==> src/rtl/id_ex_stage_pkg.sv <==
// id_ex_stage_pkg: shared widths, opcode encodings and the EX register layout
// for the ID/EX pipeline stage.
package id_ex_stage_pkg;
    localparam int DATA_W = 16;
    localparam int REG_AW = 4;
    localparam int OPC_W  = 4;
    localparam logic [REG_AW-1:0] R0 = '0;
    localparam logic [OPC_W-1:0] OPC_NOP = 4'h0;
    localparam logic [OPC_W-1:0] OPC_ADD = 4'h1;
    localparam logic [OPC_W-1:0] OPC_SUB = 4'h2;
    localparam logic [OPC_W-1:0] OPC_AND = 4'h3;
    localparam logic [OPC_W-1:0] OPC_OR  = 4'h4;
    localparam logic [OPC_W-1:0] OPC_LW  = 4'h5;
    localparam logic [OPC_W-1:0] OPC_SW  = 4'h6;
    localparam logic [OPC_W-1:0] OPC_BEQ = 4'h7;
    typedef struct packed {
        logic              valid;
        logic [REG_AW-1:0] rs;
        logic [REG_AW-1:0] rt;
        logic [REG_AW-1:0] rd;
        logic [DATA_W-1:0] data1;
        logic [DATA_W-1:0] data2;
        logic [DATA_W-1:0] imm;
        logic [OPC_W-1:0]  opcode;
        logic              reg_write;
        logic              mem_read;
        logic              mem_write;
    } ex_t;
endpackage

==> src/rtl/id_ex_stage_if.sv <==
// id_ex_stage_if: ID-side inputs, WB write port and EX-side outputs of the ID/EX stage.
interface id_ex_stage_if import id_ex_stage_pkg::*; ();
    logic              stall;
    logic              flush;
    logic              id_valid;
    logic [REG_AW-1:0] id_rs;
    logic [REG_AW-1:0] id_rt;
    logic [REG_AW-1:0] id_rd;
    logic [DATA_W-1:0] id_rf_data1;
    logic [DATA_W-1:0] id_rf_data2;
    logic [DATA_W-1:0] id_imm;
    logic [OPC_W-1:0]  id_opcode;
    logic              id_reg_write;
    logic              id_mem_read;
    logic              id_mem_write;
    logic              wb_write_en;
    logic [REG_AW-1:0] wb_rd;
    logic [DATA_W-1:0] wb_data;
    logic              ex_valid;
    logic [REG_AW-1:0] ex_rs;
    logic [REG_AW-1:0] ex_rt;
    logic [REG_AW-1:0] ex_rd;
    logic [DATA_W-1:0] ex_data1;
    logic [DATA_W-1:0] ex_data2;
    logic [DATA_W-1:0] ex_imm;
    logic [OPC_W-1:0]  ex_opcode;
    logic              ex_reg_write;
    logic              ex_mem_read;
    logic              ex_mem_write;
    logic              load_use_hazard;
    modport master (
        output stall, flush, id_valid, id_rs, id_rt, id_rd, id_rf_data1, id_rf_data2,
               id_imm, id_opcode, id_reg_write, id_mem_read, id_mem_write,
               wb_write_en, wb_rd, wb_data,
        input  ex_valid, ex_rs, ex_rt, ex_rd, ex_data1, ex_data2, ex_imm, ex_opcode,
               ex_reg_write, ex_mem_read, ex_mem_write, load_use_hazard
    );
    modport slave (
        input  stall, flush, id_valid, id_rs, id_rt, id_rd, id_rf_data1, id_rf_data2,
               id_imm, id_opcode, id_reg_write, id_mem_read, id_mem_write,
               wb_write_en, wb_rd, wb_data,
        output ex_valid, ex_rs, ex_rt, ex_rd, ex_data1, ex_data2, ex_imm, ex_opcode,
               ex_reg_write, ex_mem_read, ex_mem_write, load_use_hazard
    );
endinterface

==> src/rtl/id_ex_operand_sel.sv <==
// id_ex_operand_sel: picks one source operand from R0, the WB write-through bypass
// or the register-file bitline value.
module id_ex_operand_sel import id_ex_stage_pkg::*; (
    input  logic [REG_AW-1:0] reg_i,
    input  logic [DATA_W-1:0] rf_data_i,
    input  logic              wb_write_en_i,
    input  logic [REG_AW-1:0] wb_rd_i,
    input  logic [DATA_W-1:0] wb_data_i,
    output logic [DATA_W-1:0] data_o
);
    // reg_i != R0 on the bypass arm already implies wb_rd_i != R0
    assign data_o = (reg_i == R0) ? '0 :
                    (wb_write_en_i && wb_rd_i == reg_i) ? wb_data_i : rf_data_i;
endmodule

==> src/rtl/id_ex_stage.sv <==
// id_ex_stage: ID/EX pipeline register with WB bypass, R0 forcing, load-use bubbles,
// stall and flush. Optional bubble counter when ID_EX_BUBBLE_STATS_EN is defined.
module id_ex_stage import id_ex_stage_pkg::*; (
    input  logic clk,
    input  logic rst,
    id_ex_stage_if.slave bus
`ifdef ID_EX_BUBBLE_STATS_EN
    ,
    output logic [15:0] bubble_count
`endif
);
    logic [DATA_W-1:0] op1, op2;
    logic hazard;
    ex_t ex_q, ex_d, id_ex;

    id_ex_operand_sel u_sel_rs (
        .reg_i(bus.id_rs), .rf_data_i(bus.id_rf_data1), .wb_write_en_i(bus.wb_write_en),
        .wb_rd_i(bus.wb_rd), .wb_data_i(bus.wb_data), .data_o(op1)
    );
    id_ex_operand_sel u_sel_rt (
        .reg_i(bus.id_rt), .rf_data_i(bus.id_rf_data2), .wb_write_en_i(bus.wb_write_en),
        .wb_rd_i(bus.wb_rd), .wb_data_i(bus.wb_data), .data_o(op2)
    );

    assign hazard = bus.id_valid & ex_q.valid & ex_q.mem_read & (ex_q.rd != R0) &
                    ((ex_q.rd == bus.id_rs) | (ex_q.rd == bus.id_rt));

    // flush beats stall; stall beats hazard; an invalid ID slot loads as a bubble
    always_comb begin
        id_ex = '{valid: 1'b1, rs: bus.id_rs, rt: bus.id_rt, rd: bus.id_rd,
                  data1: op1, data2: op2, imm: bus.id_imm, opcode: bus.id_opcode,
                  reg_write: bus.id_reg_write, mem_read: bus.id_mem_read,
                  mem_write: bus.id_mem_write};
        ex_d = (bus.flush | (!bus.stall & (hazard | !bus.id_valid))) ? '0 :
               bus.stall ? ex_q : id_ex;
    end

    always_ff @(posedge clk or negedge rst) begin
        if (!rst) ex_q <= '0;
        else      ex_q <= ex_d;
    end

    assign bus.ex_valid        = ex_q.valid;
    assign bus.ex_rs           = ex_q.rs;
    assign bus.ex_rt           = ex_q.rt;
    assign bus.ex_rd           = ex_q.rd;
    assign bus.ex_data1        = ex_q.data1;
    assign bus.ex_data2        = ex_q.data2;
    assign bus.ex_imm          = ex_q.imm;
    assign bus.ex_opcode       = ex_q.opcode;
    assign bus.ex_reg_write    = ex_q.reg_write;
    assign bus.ex_mem_read     = ex_q.mem_read;
    assign bus.ex_mem_write    = ex_q.mem_write;
    assign bus.load_use_hazard = hazard;

`ifdef ID_EX_BUBBLE_STATS_EN
    logic [15:0] bubble_q;
    always_ff @(posedge clk or negedge rst) begin
        if (!rst) bubble_q <= '0;
        else if ((bus.flush | (!bus.stall & hazard)) && bubble_q != 16'hFFFF) bubble_q <= bubble_q + 16'd1;
    end
    assign bubble_count = bubble_q;
`endif
endmodule
==> src/flat_wrapper.sv <==
// flat-port wrapper written by rule: the top's interface ports become plain ports
module id_ex_stage_flat import id_ex_stage_pkg::*;
  (clk, rst, bus_stall, bus_flush, bus_id_valid, bus_id_rs, bus_id_rt, bus_id_rd, bus_id_rf_data1, bus_id_rf_data2, bus_id_imm, bus_id_opcode, bus_id_reg_write, bus_id_mem_read, bus_id_mem_write, bus_wb_write_en, bus_wb_rd, bus_wb_data, bus_ex_valid, bus_ex_rs, bus_ex_rt, bus_ex_rd, bus_ex_data1, bus_ex_data2, bus_ex_imm, bus_ex_opcode, bus_ex_reg_write, bus_ex_mem_read, bus_ex_mem_write, bus_load_use_hazard);
  id_ex_stage_if bus_i ();
  input  logic clk;
  input  logic rst;
  input wire logic [$bits(bus_i.stall)-1:0] bus_stall;
  input wire logic [$bits(bus_i.flush)-1:0] bus_flush;
  input wire logic [$bits(bus_i.id_valid)-1:0] bus_id_valid;
  input wire logic [$bits(bus_i.id_rs)-1:0] bus_id_rs;
  input wire logic [$bits(bus_i.id_rt)-1:0] bus_id_rt;
  input wire logic [$bits(bus_i.id_rd)-1:0] bus_id_rd;
  input wire logic [$bits(bus_i.id_rf_data1)-1:0] bus_id_rf_data1;
  input wire logic [$bits(bus_i.id_rf_data2)-1:0] bus_id_rf_data2;
  input wire logic [$bits(bus_i.id_imm)-1:0] bus_id_imm;
  input wire logic [$bits(bus_i.id_opcode)-1:0] bus_id_opcode;
  input wire logic [$bits(bus_i.id_reg_write)-1:0] bus_id_reg_write;
  input wire logic [$bits(bus_i.id_mem_read)-1:0] bus_id_mem_read;
  input wire logic [$bits(bus_i.id_mem_write)-1:0] bus_id_mem_write;
  input wire logic [$bits(bus_i.wb_write_en)-1:0] bus_wb_write_en;
  input wire logic [$bits(bus_i.wb_rd)-1:0] bus_wb_rd;
  input wire logic [$bits(bus_i.wb_data)-1:0] bus_wb_data;
  output wire logic [$bits(bus_i.ex_valid)-1:0] bus_ex_valid;
  output wire logic [$bits(bus_i.ex_rs)-1:0] bus_ex_rs;
  output wire logic [$bits(bus_i.ex_rt)-1:0] bus_ex_rt;
  output wire logic [$bits(bus_i.ex_rd)-1:0] bus_ex_rd;
  output wire logic [$bits(bus_i.ex_data1)-1:0] bus_ex_data1;
  output wire logic [$bits(bus_i.ex_data2)-1:0] bus_ex_data2;
  output wire logic [$bits(bus_i.ex_imm)-1:0] bus_ex_imm;
  output wire logic [$bits(bus_i.ex_opcode)-1:0] bus_ex_opcode;
  output wire logic [$bits(bus_i.ex_reg_write)-1:0] bus_ex_reg_write;
  output wire logic [$bits(bus_i.ex_mem_read)-1:0] bus_ex_mem_read;
  output wire logic [$bits(bus_i.ex_mem_write)-1:0] bus_ex_mem_write;
  output wire logic [$bits(bus_i.load_use_hazard)-1:0] bus_load_use_hazard;
  assign bus_i.stall = bus_stall;
  assign bus_i.flush = bus_flush;
  assign bus_i.id_valid = bus_id_valid;
  assign bus_i.id_rs = bus_id_rs;
  assign bus_i.id_rt = bus_id_rt;
  assign bus_i.id_rd = bus_id_rd;
  assign bus_i.id_rf_data1 = bus_id_rf_data1;
  assign bus_i.id_rf_data2 = bus_id_rf_data2;
  assign bus_i.id_imm = bus_id_imm;
  assign bus_i.id_opcode = bus_id_opcode;
  assign bus_i.id_reg_write = bus_id_reg_write;
  assign bus_i.id_mem_read = bus_id_mem_read;
  assign bus_i.id_mem_write = bus_id_mem_write;
  assign bus_i.wb_write_en = bus_wb_write_en;
  assign bus_i.wb_rd = bus_wb_rd;
  assign bus_i.wb_data = bus_wb_data;
  assign bus_ex_valid = bus_i.ex_valid;
  assign bus_ex_rs = bus_i.ex_rs;
  assign bus_ex_rt = bus_i.ex_rt;
  assign bus_ex_rd = bus_i.ex_rd;
  assign bus_ex_data1 = bus_i.ex_data1;
  assign bus_ex_data2 = bus_i.ex_data2;
  assign bus_ex_imm = bus_i.ex_imm;
  assign bus_ex_opcode = bus_i.ex_opcode;
  assign bus_ex_reg_write = bus_i.ex_reg_write;
  assign bus_ex_mem_read = bus_i.ex_mem_read;
  assign bus_ex_mem_write = bus_i.ex_mem_write;
  assign bus_load_use_hazard = bus_i.load_use_hazard;
  id_ex_stage u_core (.clk(clk), .rst(rst), .bus(bus_i));
endmodule
==> config.mk <==
export PLATFORM = sky130hd
export DESIGN_NAME = id_ex_stage_flat
export DESIGN_NICKNAME = d
export VERILOG_FILES = /design/src/rtl/id_ex_stage_pkg.sv /design/src/rtl/id_ex_stage_if.sv /design/src/rtl/id_ex_operand_sel.sv /design/src/rtl/id_ex_stage.sv /design/src/flat_wrapper.sv
export SDC_FILE = /design/constraint.sdc
export NUM_CORES = 1
export LEC_CHECK = 0
export BUFFER_PORTS_ARGS = -buffer_cell sky130_fd_sc_hd__buf_4
export CAP_MARGIN = 40
export CORE_ASPECT_RATIO = 0.6
export CORE_MARGIN = 4
export CORE_UTILIZATION = 49
export CTS_CLUSTER_SIZE = 30
export DETAILED_ROUTE_END_ITERATION = 7
export GPL_ROUTABILITY_DRIVEN = 1
export PLACE_DENSITY = 0.95
export SLEW_MARGIN = 15
export SYNTH_ARGS = -nofsm -noshare
export SYNTH_HDL_FRONTEND = slang
export SYNTH_SLANG_ARGS = --single-unit
==> constraint.sdc <==
create_clock -name clk -period 4.75 [get_ports clk]
set_input_delay 0.2375 -clock clk [delete_from_list [all_inputs] [get_ports clk]]
set_output_delay 0.2375 -clock clk [all_outputs]
set_load 0.02 [all_outputs]
==> flow_summary_export.csv, run 1 <==
group,metric,value,unit
status,status,"complete, no violations",
worst_setup_path,worst_setup_path_start_kind,"flip-flop",
cts,tritoncts,"built",
placed_design,dpl.hpwl,6497,um
floorplanning,rows,22,
logic_synthesis,synth_top_area_share,0.5499,
cts,cts_max_path_buffers,2,
floorplanning,core_area,6111,sq um
grt,grt_pass1_vias,2692,
timing,worst_slack,2.504,ns
logic_synthesis,syn_area,3094,sq um
floorplanning,ios,162,
cts,cts_max_level,3,
timing,max_freq,445.2,MHz
layout,layout.nets,504,
logic_synthesis,yosys.area.top_type,"dfrtp_1",
worst_setup_path,critPathCaptureType,"flip-flop",
cts,clock_latency,0.33,ns
logic_synthesis,synth-seq-cells,68,
min_path,hold_path_end,"u_core.bus.ex_mem_write",
flow_run,timing.max_cap.violations,0,
timing,rsz0062_at_grt,"no",
drt,viasPerCell,5.230,
layout,area_growth,46.34,%
layout,antenna_cells,0,
drt,drtIter0Drc,155,
worst_setup_path,path_class,"reg -> reg",
power_and_ir_drop,seqPwrFrac,0.489,
power_and_ir_drop,internal_power,0.9053,mW
worst_setup_path,crit_start,"u_core.bus.ex_rd[1]",
worst_setup_path,cp_top_family,"simple AND/OR/NAND/NOR gates",
placed_design,place_ws,2.526,ns
timing,tns,0,ns
grt,grt-ovfl-total,0,
layout,final_cell_mix,"165 x buf_4, 68 x dfrtp_1, 35 x nand2_1, 34 x a22o_1, 32 x mux2i_1",
timing,setup_viol,0,
logic_synthesis,avgSynthCellArea,12.38,sq um
cts,root_buffer,"clkbuf_8",
cts,cts.sinks,68,
worst_setup_path,path_max_fanout,16,
layout,drive_gt1_frac,0.5000,
power_and_ir_drop,power_frac_clock,0.331,
floorplanning,die_area,7692,sq um
power_and_ir_drop,power,1.259,mW
worst_setup_path,timing.rr.start,"u_core.bus.ex_rd[1]",
worst_setup_path,cp.buffers_inverters,0,
timing,fin_crit,2.246,ns
drt,drc_errors,0,
power_and_ir_drop,peakVddDrop,0.2477,mV
worst_setup_path,required,4.92,ns
worst_setup_path,worstPathArrival,2.41,ns
cts,cts_setup_buffers,0,
worst_setup_path,r2r_slack,2.50,ns
drt,wire_per_inst,17.14,um
timing,tightestPinTransition,0.7754,ns
floorplanning,die_y,69.56,um
grt,grt_use_total,0.2259,
power_and_ir_drop,p_comb_frac,0.180,
logic_synthesis,synth_nets,343,
floorplanning,die-width,110.6,um
timing,skew,0.007652,ns
logic_synthesis,synth_cells,250,
timing,hold_viol_final,0,
layout,fill_cells,437,
logic_synthesis,synth_warnings,0,
power_and_ir_drop,p_leak,2.238,nW
logic_synthesis,ys_types,23,
drt,drtAntennaViolNets,0,
grt,grt_max_degree,69,
drt,first_pass_iters,4,
floorplanning,initial_core_util,0.5063,
logic_synthesis,ys_top_cells_by_area,"dfrtp_1 55%, mux2i_1 10%, a22o_1 9.6%",
worst_setup_path,slowest_delay,0.68,ns
worst_setup_path,reg2reg_depth,5,
drt,vias,2615,
placed_design,gp_congestion,0.8053,
worst_setup_path,crit_chain,"xnor2_1, nand4_1, a211oi_2, or3_1, o21ai_0",
timing,drv_slew,0,
min_path,hold_class,"in -> reg",
drt,drt_wl_total,8569,um
cts,cts_buffers,9,
grt,antenna_found_initial,0,
layout,layout.cells.most_common,"buf_4",
power_and_ir_drop,p_per_area,278.1,nW/um^2
min_path,hold_start,"bus_id_mem_write",
power_and_ir_drop,p_sw_frac,0.2810,
grt,grt_pass1_wl,13740,um
power_and_ir_drop,power.switching,0.3538,mW
min_path,hold_depth,2,
logic_synthesis,synth_seq_area_share,0.5499,
timing,fin_crit_sh,0.4728,
layout,fin_util,0.7410,
cts,clk_pin_slew,0.08,ns
placed_design,port_buffers,161,
worst_setup_path,regToRegEndpoint,"u_core.bus.ex_data1[0]",
timing,slew_headroom,0.4831,
worst_setup_path,crit_slowest_cell,"or3_1",
-- area by class of cell --
type | instances | area [sq um] | share of cell area
tap | 84 | 105.1 | 0.02321
clock inverter | 7 | 51.30 | 0.01133
multi-input combinational | 165 | 1270 | 0.2805
clock buffer | 9 | 123.9 | 0.02736
timing repair buffer | 167 | 1276 | 0.2818
sequential | 68 | 1702 | 0.3758
-- worst reg2reg max path, stage by stage, from the launching register on --
cell      delay [ns]
dfrtp_1         0.47
xnor2_1         0.23
nand4_1         0.15
a211oi_2        0.32
or3_1           0.68
o21ai_0         0.24
-- per-layer routing --
metal | vias up | share of wire | GRT usage
li1 | 1236 | - | -
met1 | 1248 | 0.44 | 0.2945
met2 | 120 | 0.47 | 0.3589
met3 | 11 | 0.080 | 0.08108
met4 | 0 | 0.013 | 0.06284
met5 | - | 0 | 0
-- cells in the mapped netlist (all sizes together) --
master  number
mux2i       32
xnor2       10
nor2         2
nor2b        1
a22o        35
clkbuf       8
o21ai       32
a211oi       1
xor2         6
or3          2
nand2       35
nand3        1
a21o         1
buf          9
nand4        2
nor4         5
dfrtp       68
-- kinds of logic (layout without fill, tap and decap cells) --
kind of cell	count (synthesis)	count (layout)	synth area share
AND/OR/NAND/NOR	48	48	0.07723
buffers and inverters	17	183	0.04205
AO/OA/AOI/OAI	69	69	0.1820
flip-flops	68	68	0.5499
multiplexers	32	32	0.1035
XOR/XNOR	16	16	0.04529
-- how the worst max path moves through the flow --
stage	endpoint	slack (ns)	cells past startpoint
final	u_core.bus.ex_data1[0]	2.50	5
after global routing	u_core.bus.ex_data2[9]	2.25	5
after CTS	u_core.bus.ex_data1[0]	2.50	5
after detailed placement	u_core.bus.ex_data1[0]	2.53	5
after global placement	u_core.bus.ex_data1[4]	2.70	5
after floorplan	u_core.bus.ex_rd[0]	2.80	6
-- per-stage QoR --
| step | instance area (sq um) | hold WS (ns) | instances |
|---|---|---|---|
| 2_1_floorplan | 3094 | -0.05809 | 250 |
| 5_1_grt | 4528 | 0.09183 | 500 |
| 3_3_place_gp | 4315 | 0.3799 | 482 |
| 6_report | 4528 | 0.1222 | 500 |
| 4_1_cts | 4491 | 0.02441 | 498 |
| 3_5_place_dp | 4315 | 0.3911 | 482 |
-- timing repair --
action | 4_1_cts | 5_1_grt
gates resized for setup | 0 | 0
hold buffers | 0 | 1
endpoints found under the hold margin | 0 | 10
-- power by group through the flow --
stage	combinational (mW)	sequential, mW	clock [mW]
after global placement	0.220	0.626	0
after floorplan	0.0725	0.653	0
after global routing	0.244	0.619	0.462
after CTS	0.226	0.616	0.432
after detailed placement	0.226	0.627	0
final	0.227	0.616	0.416
-- registers in the layout, indices dropped and copies added (netlist names) --
name	flops
u_core.bus.ex_reg_write	1
u_core.bus.ex_valid	1
u_core.bus.ex_data1	16
u_core.bus.ex_rs	4
u_core.bus.ex_mem_write	1
u_core.bus.ex_imm	16
u_core.bus.ex_mem_read	1
u_core.bus.ex_opcode	4
u_core.bus.ex_rt	4
u_core.bus.ex_data2	16
u_core.bus.ex_rd	4
Note: power is estimated with default switching activity, not from simulation.
==> run 2, diff against run 1 <==
--- a/config.mk
+++ b/config.mk
@@ -9,11 +9,11 @@
 export CAP_MARGIN = 40
 export CORE_ASPECT_RATIO = 0.6
 export CORE_MARGIN = 4
-export CORE_UTILIZATION = 49
+export CORE_UTILIZATION = 45
 export CTS_CLUSTER_SIZE = 30
 export DETAILED_ROUTE_END_ITERATION = 7
 export GPL_ROUTABILITY_DRIVEN = 1
-export PLACE_DENSITY = 0.95
+export PLACE_DENSITY = 0.91
 export SLEW_MARGIN = 15
 export SYNTH_ARGS = -nofsm -noshare
 export SYNTH_HDL_FRONTEND = slang
==> constraint.sdc (replaced) <==
create_clock -name clk -period 2.3 [get_ports clk]
set_input_delay 0.115 -clock clk [delete_from_list [all_inputs] [get_ports clk]]
set_output_delay 0.115 -clock clk [all_outputs]
set_load 0.02 [all_outputs]
==> run 2 against run 1 <==
  * Non-clock buffer count did not move
  * Clock power rose to 3.8 times the previous value
  * Hold slack got worse by 0.11 ns
  * Global-route usage fell by 1.1 points
  * Clock skew fell by 0.0033 ns
==> flow_summary_export.csv, run 2 (same netlist as run 1, synthesis figures left out) <==
group,metric,value,unit
status,status,"complete, no violations",
floorplanning,die_area,8310,sq um
worst_setup_path,crit_start,"u_core.bus.ex_rd[1]",
cts,tritoncts,"built",
grt,grt-ovfl-total,0,
worst_setup_path,worstPathArrival,2.28,ns
cts,cts_buffers,9,
worst_setup_path,cp_top_family,"simple AND/OR/NAND/NOR gates",
worst_setup_path,crit_chain,"nor4_1, a211oi_2, or3_2, o21ai_0",
cts,clk_pin_slew,0.06,ns
timing,hold_viol_final,0,
placed_design,port_buffers,161,
grt,grt_pass1_vias,2736,
worst_setup_path,critPathCaptureType,"flip-flop",
timing,tns,0,ns
power_and_ir_drop,power,3.324,mW
drt,drtIter0Drc,79,
layout,area_growth,52.49,%
floorplanning,initial_core_util,0.4635,
worst_setup_path,crit_slowest_cell,"or3_2",
worst_setup_path,regToRegEndpoint,"u_core.bus.ex_data1[2]",
timing,fin_crit_sh,0.8908,
layout,antenna_cells,0,
floorplanning,die_y,72.23,um
drt,vias,2567,
worst_setup_path,path_max_fanout,16,
floorplanning,core_area,6676,sq um
min_path,hold_class,"in -> reg",
drt,viasPerCell,5.114,
layout,layout.cells.most_common,"buf_4",
grt,grt_use_total,0.2145,
floorplanning,ios,162,
grt,antenna_found_initial,0,
worst_setup_path,crit_path_end,"u_core.bus.ex_data1[2]",
timing,fin_crit,2.049,ns
timing,max_freq,488.1,MHz
worst_setup_path,cp.buffers_inverters,0,
worst_setup_path,slowest_delay,0.73,ns
cts,cts_max_level,3,
worst_setup_path,worst_setup_path_start_kind,"flip-flop",
cts,root_buffer,"clkbuf_16",
flow_run,timing.max_cap.violations,0,
worst_setup_path,reg2reg_depth,4,
placed_design,place_ws,0.03542,ns
timing,worst_slack,0.2511,ns
timing,skew,0.004397,ns
timing,tightestPinTransition,0.4326,ns
worst_setup_path,crit_cells,4,
drt,wire_per_inst,17.15,um
worst_setup_path,path_class,"reg -> reg",
floorplanning,die-width,115.1,um
worst_setup_path,required,2.54,ns
cts,cts_setup_buffers,0,
drt,drc_errors,0,
layout,drive_gt1_frac,0.5036,
layout,final_cell_mix,"164 x buf_4, 68 x dfrtp_1, 35 x nand2_1, 34 x a22o_1, 32 x mux2i_1",
drt,drt_wl_total,8607,um
cts,cts_max_path_buffers,2,
power_and_ir_drop,p_per_area,704.5,nW/um^2
drt,drtAntennaViolNets,0,
grt,grt_max_degree,69,
cts,cts.sinks,68,
floorplanning,rows,23,
power_and_ir_drop,peakVddDrop,0.4088,mV
placed_design,gp_congestion,0.8111,
power_and_ir_drop,p_leak,2.326,nW
worst_setup_path,timing.rr.start,"u_core.bus.ex_rd[1]",
placed_design,dpl.hpwl,6419,um
timing,setup_viol,0,
layout,fill_cells,484,
cts,clock_latency,0.32,ns
grt,grt_pass1_wl,13860,um
timing,drv_slew,0,
layout,layout.nets,504,
worst_setup_path,r2r_slack,0.25,ns
timing,rsz0062_at_grt,"no",
timing,slew_headroom,0.7116,
drt,first_pass_iters,4,
==> run 2: cell count changes in the layout (fill, tap and decap cells not counted), moves of 2 or more <==
cell / before / now
bufinv_16: 0 / 3
or3_2: 0 / 2
clkbuf_8: 9 / 1
clkinvlp_4: 2 / 0
clkinv_2: 2 / 0
clkbuf_16: 0 / 9
or3_1: 2 / 0
==> run 2: metal layers <==
layer  vias to the layer above  share of wire  global-route usage
met1                      1223           0.43              0.2839
met5                         -              0                   0
met3                         7          0.092             0.07333
met2                       112           0.47              0.3455
li1                       1225              -                   -
met4                         0         0.0077             0.04948
==> run 2: final cells by class <==
type / count / area, sq um / share of cell area
tap: 87 / 108.9 / 0.02307
clock inverter: 5 / 107.6 / 0.02281
sequential: 68 / 1702 / 0.3606
timing repair buffer: 167 / 1289 / 0.2731
multi-input combinational: 165 / 1272 / 0.2697
clock buffer: 10 / 239.0 / 0.05065
==> run 2: timing repair <==
item	in CTS	in global routing
setup endpoints to repair	0	32
gates resized for setup	0	2
hold buffers	1	0
hold endpoints to repair	68	0
==> run 2: through the flow <==
step | hold WS, ns | instances | instance area (sq um) | utilization
5_1_grt | 0.0006332 | 502 | 4718 | 0.7067
3_3_place_gp | 0.2597 | 485 | 4332 | 0.6488
3_5_place_dp | 0.2676 | 485 | 4332 | 0.6488
6_report | 0.01026 | 502 | 4718 | 0.7067
4_1_cts | 0.0004225 | 501 | 4688 | 0.7022
2_1_floorplan | -0.1806 | 250 | 3094 | -
==> run 2: how the worst min path moves through the flow <==
stage	from	end	slack, ns	cells past startpoint
after floorplan	rst	u_core.bus.ex_data1[0]	-0.18	0
after global placement	rst	u_core.bus.ex_rt[1]	0.26	1
after detailed placement	rst	u_core.bus.ex_rt[1]	0.27	1
after CTS	bus_id_imm[15]	u_core.bus.ex_imm[15]	0.0004	2
after global routing	bus_id_imm[15]	u_core.bus.ex_imm[15]	0.0006	2
final	bus_id_imm[15]	u_core.bus.ex_imm[15]	0.01	2
==> run 2: report_power, final <==
part           switching, mW  internal, mW  total, mW
Sequential            0.0312          1.24       1.27
Clock                  0.487          1.09       1.58
Combinational          0.238         0.235      0.473
Total                  0.756          2.57       3.32
==> run 3, diff against run 2 <==
--- a/config.mk
+++ b/config.mk
@@ -5,15 +5,15 @@
 export SDC_FILE = /design/constraint.sdc
 export NUM_CORES = 1
 export LEC_CHECK = 0
-export BUFFER_PORTS_ARGS = -buffer_cell sky130_fd_sc_hd__buf_4
 export CAP_MARGIN = 40
 export CORE_ASPECT_RATIO = 0.6
 export CORE_MARGIN = 4
-export CORE_UTILIZATION = 45
+export CORE_UTILIZATION = 50
 export CTS_CLUSTER_SIZE = 30
 export DETAILED_ROUTE_END_ITERATION = 7
+export DONT_BUFFER_PORTS = 1
 export GPL_ROUTABILITY_DRIVEN = 1
-export PLACE_DENSITY = 0.91
+export PLACE_DENSITY = 0.76
 export SLEW_MARGIN = 15
 export SYNTH_ARGS = -nofsm -noshare
 export SYNTH_HDL_FRONTEND = slang
==> constraint.sdc (replaced) <==
create_clock -name clk -period 2.3 [get_ports clk]
set_input_delay 0.575 -clock clk [delete_from_list [all_inputs] [get_ports clk]]
set_output_delay 0.575 -clock clk [all_outputs]
set_load 0.02 [all_outputs]
==> run 3 against run 2 <==
  * Via count down 22%
  * Non-clock buffer count decreased by 157
  * Global-route usage down 2.3 points
  * Critical path depth did not move
  * Flip-flop and latch count did not move
  * Maximum frequency down 7.1%
  * Cell area is 28% lower
  * Count of clock-buffer cells in the layout up 2
==> flow_summary_export.csv, run 3 (same netlist as run 1, synthesis figures left out) <==
group,metric,value,unit
power_and_ir_drop,p_per_area,742.6,nW/um^2
placed_design,port_buffers,0,
placed_design,place_ws,0.2853,ns
worst_setup_path,path_max_fanout,5,
layout,layout.cells.most_common,"dfrtp_1",
power_and_ir_drop,power.switching,0.6335,mW
floorplanning,core_area,5781,sq um
grt,antenna_found_initial,0,
timing,setup_viol,0,
drt,first_pass_iters,4,
drt,drc_errors,0,
cts,clock_latency,0.33,ns
timing,slew_headroom,0.7670,
layout,antenna_cells,0,
layout,fin_util,0.5859,
timing,rsz0062_at_grt,"no",
power_and_ir_drop,p_sw_frac,0.2519,
power_and_ir_drop,internal_power,1.882,mW
layout,stdcell_count,339,
worst_setup_path,slowest_delay,0.49,ns
power_and_ir_drop,seqPwrFrac,0.533,
floorplanning,die_area,7553,sq um
layout,area_growth,9.462,%
layout,fill_cells,490,
timing,drv_slew,0,
power_and_ir_drop,power,2.515,mW
power_and_ir_drop,p_leak,1.460,nW
worst_setup_path,crit_chain,"xnor2_1, nand4_1, a211oi_2, buf_4",
min_path,hold_class,"in -> async",
floorplanning,die-width,109.6,um
worst_setup_path,crit_slowest_cell,"dfrtp_2",
timing,hold_slack,0.1164,ns
floorplanning,die_y,68.94,um
drt,drtIter0Drc,115,
placed_design,dpl_cell_area,3144,sq um
drt,drtAntennaViolNets,0,
timing,fin_crit_sh,0.9588,
floorplanning,initial_core_util,0.5353,
worst_setup_path,critPathCaptureType,"output pin",
grt,grt-ovfl-total,0,
cts,cts.sinks,68,
status,status,"complete, no violations",
grt,grt_use_total,0.1913,
timing,tns,0,ns
layout,final_cell_mix,"64 x dfrtp_1, 35 x nand2_1, 34 x a22o_1, 32 x mux2i_1, 20 x o21ai_2",
cts,clk_pin_slew,0.07,ns
grt,grt_pass1_wl,10670,um
cts,cts_buffers,9,
timing,tightestPinTransition,0.3463,ns
worst_setup_path,cp_top_family,"flip-flops",
timing,fin_crit,2.205,ns
cts,cts_max_path_buffers,2,
grt,grt_pass1_vias,2001,
placed_design,gp_congestion,0.7670,
drt,drt_wl_total,7268,um
flow_run,timing.max_cap.violations,0,
placed_design,dpl.hpwl,5365,um
timing,skew,0.007055,ns
worst_setup_path,worstPathArrival,1.63,ns
drt,viasPerCell,5.894,
cts,root_buffer,"clkbuf_8",
timing,max_freq,453.5,MHz
drt,wire_per_inst,21.44,um
layout,multi_input_area,1270,sq um
floorplanning,rows,21,
cts,tritoncts,"built",
cts,cts_max_level,3,
layout,regArea,1707,sq um
timing,worst_slack,0.09475,ns
timing,hold_viol_final,0,
placed_design,placedCellCount,321,
worst_setup_path,required,1.73,ns
power_and_ir_drop,peakVddDrop,0.3329,mV
worst_setup_path,cp.buffers_inverters,1,
layout,postLayoutCellArea,3387,sq um
layout,layout.nets,347,
power_and_ir_drop,p_comb_frac,0.078,
power_and_ir_drop,power_frac_clock,0.390,
grt,grt_max_degree,69,
floorplanning,ios,162,
drt,vias,1998,
worst_setup_path,path_class,"reg -> out",
worst_setup_path,worst_setup_path_start_kind,"flip-flop",
layout,drive_gt1_frac,0.2124,
## run 3: layout make-up
type / count / area share
clock buffers: 12 / 0.04581
clock inverters: 4 / 0.01404
multi-input cells: 165 / 0.3750
flip-flops and latches: 68 / 0.5039
well taps: 80 / 0.02955
repair buffers: 10 / 0.03177
## run 3: worst register-to-register path, cell delays in order, from the launching register on
cell and delay (ns):
dfrtp_2 0.49, nor4_1 0.39, a211oi_2 0.11, buf_4 0.16, or3_1 0.37, buf_4 0.23
o21ai_0 0.21
## run 3: repair_timing
action / CTS / global route
setup endpoints to repair: 1 / 0
endpoints found under the hold margin: 68 / 0
hold buffers: 1 / 0
resized for setup: 4 / 0
buffers inserted: 1 / 0
## run 3: worst paths after layout
path | slack [ns] | end | startpoint | depth (start not counted)
max in group asynchronous | 1.88 | u_core.bus.ex_rd[1] | rst | 1
min in group clk | 0.38 | u_core.bus.ex_imm[3] | bus_id_imm[3] | 1
min | 0.12 | u_core.bus.ex_data2[4] | rst | 1
max | 0.09 | bus_load_use_hazard | u_core.bus.ex_rd[1] | 4
min reg2reg | 0.63 | u_core.bus.ex_data1[4] | u_core.bus.ex_data1[4] | 2
max reg2reg | 0.25 | u_core.bus.ex_data2[9] | u_core.bus.ex_rd[0] | 6
## run 3: layer usage
layer	vias up	global-route usage	part of all wire
met5	-	0	0
met4	0	0.06221	0.0065
met3	4	0.09488	0.14
met2	110	0.2872	0.45
met1	973	0.2433	0.40
li1	911	-	-
## run 3: power by group through the flow
| stage | clock, mW | combinational [mW] | sequential, mW |
|---|---|---|---|
| 4_1_cts | 1.01 | 0.200 | 1.34 |
| 6_report | 0.980 | 0.196 | 1.34 |
| 3_3_place_gp | 0 | 0.166 | 1.36 |
| 2_1_floorplan | 0 | 0.150 | 1.35 |
| 5_1_grt | 1.06 | 0.219 | 1.35 |
| 3_5_place_dp | 0 | 0.172 | 1.36 |
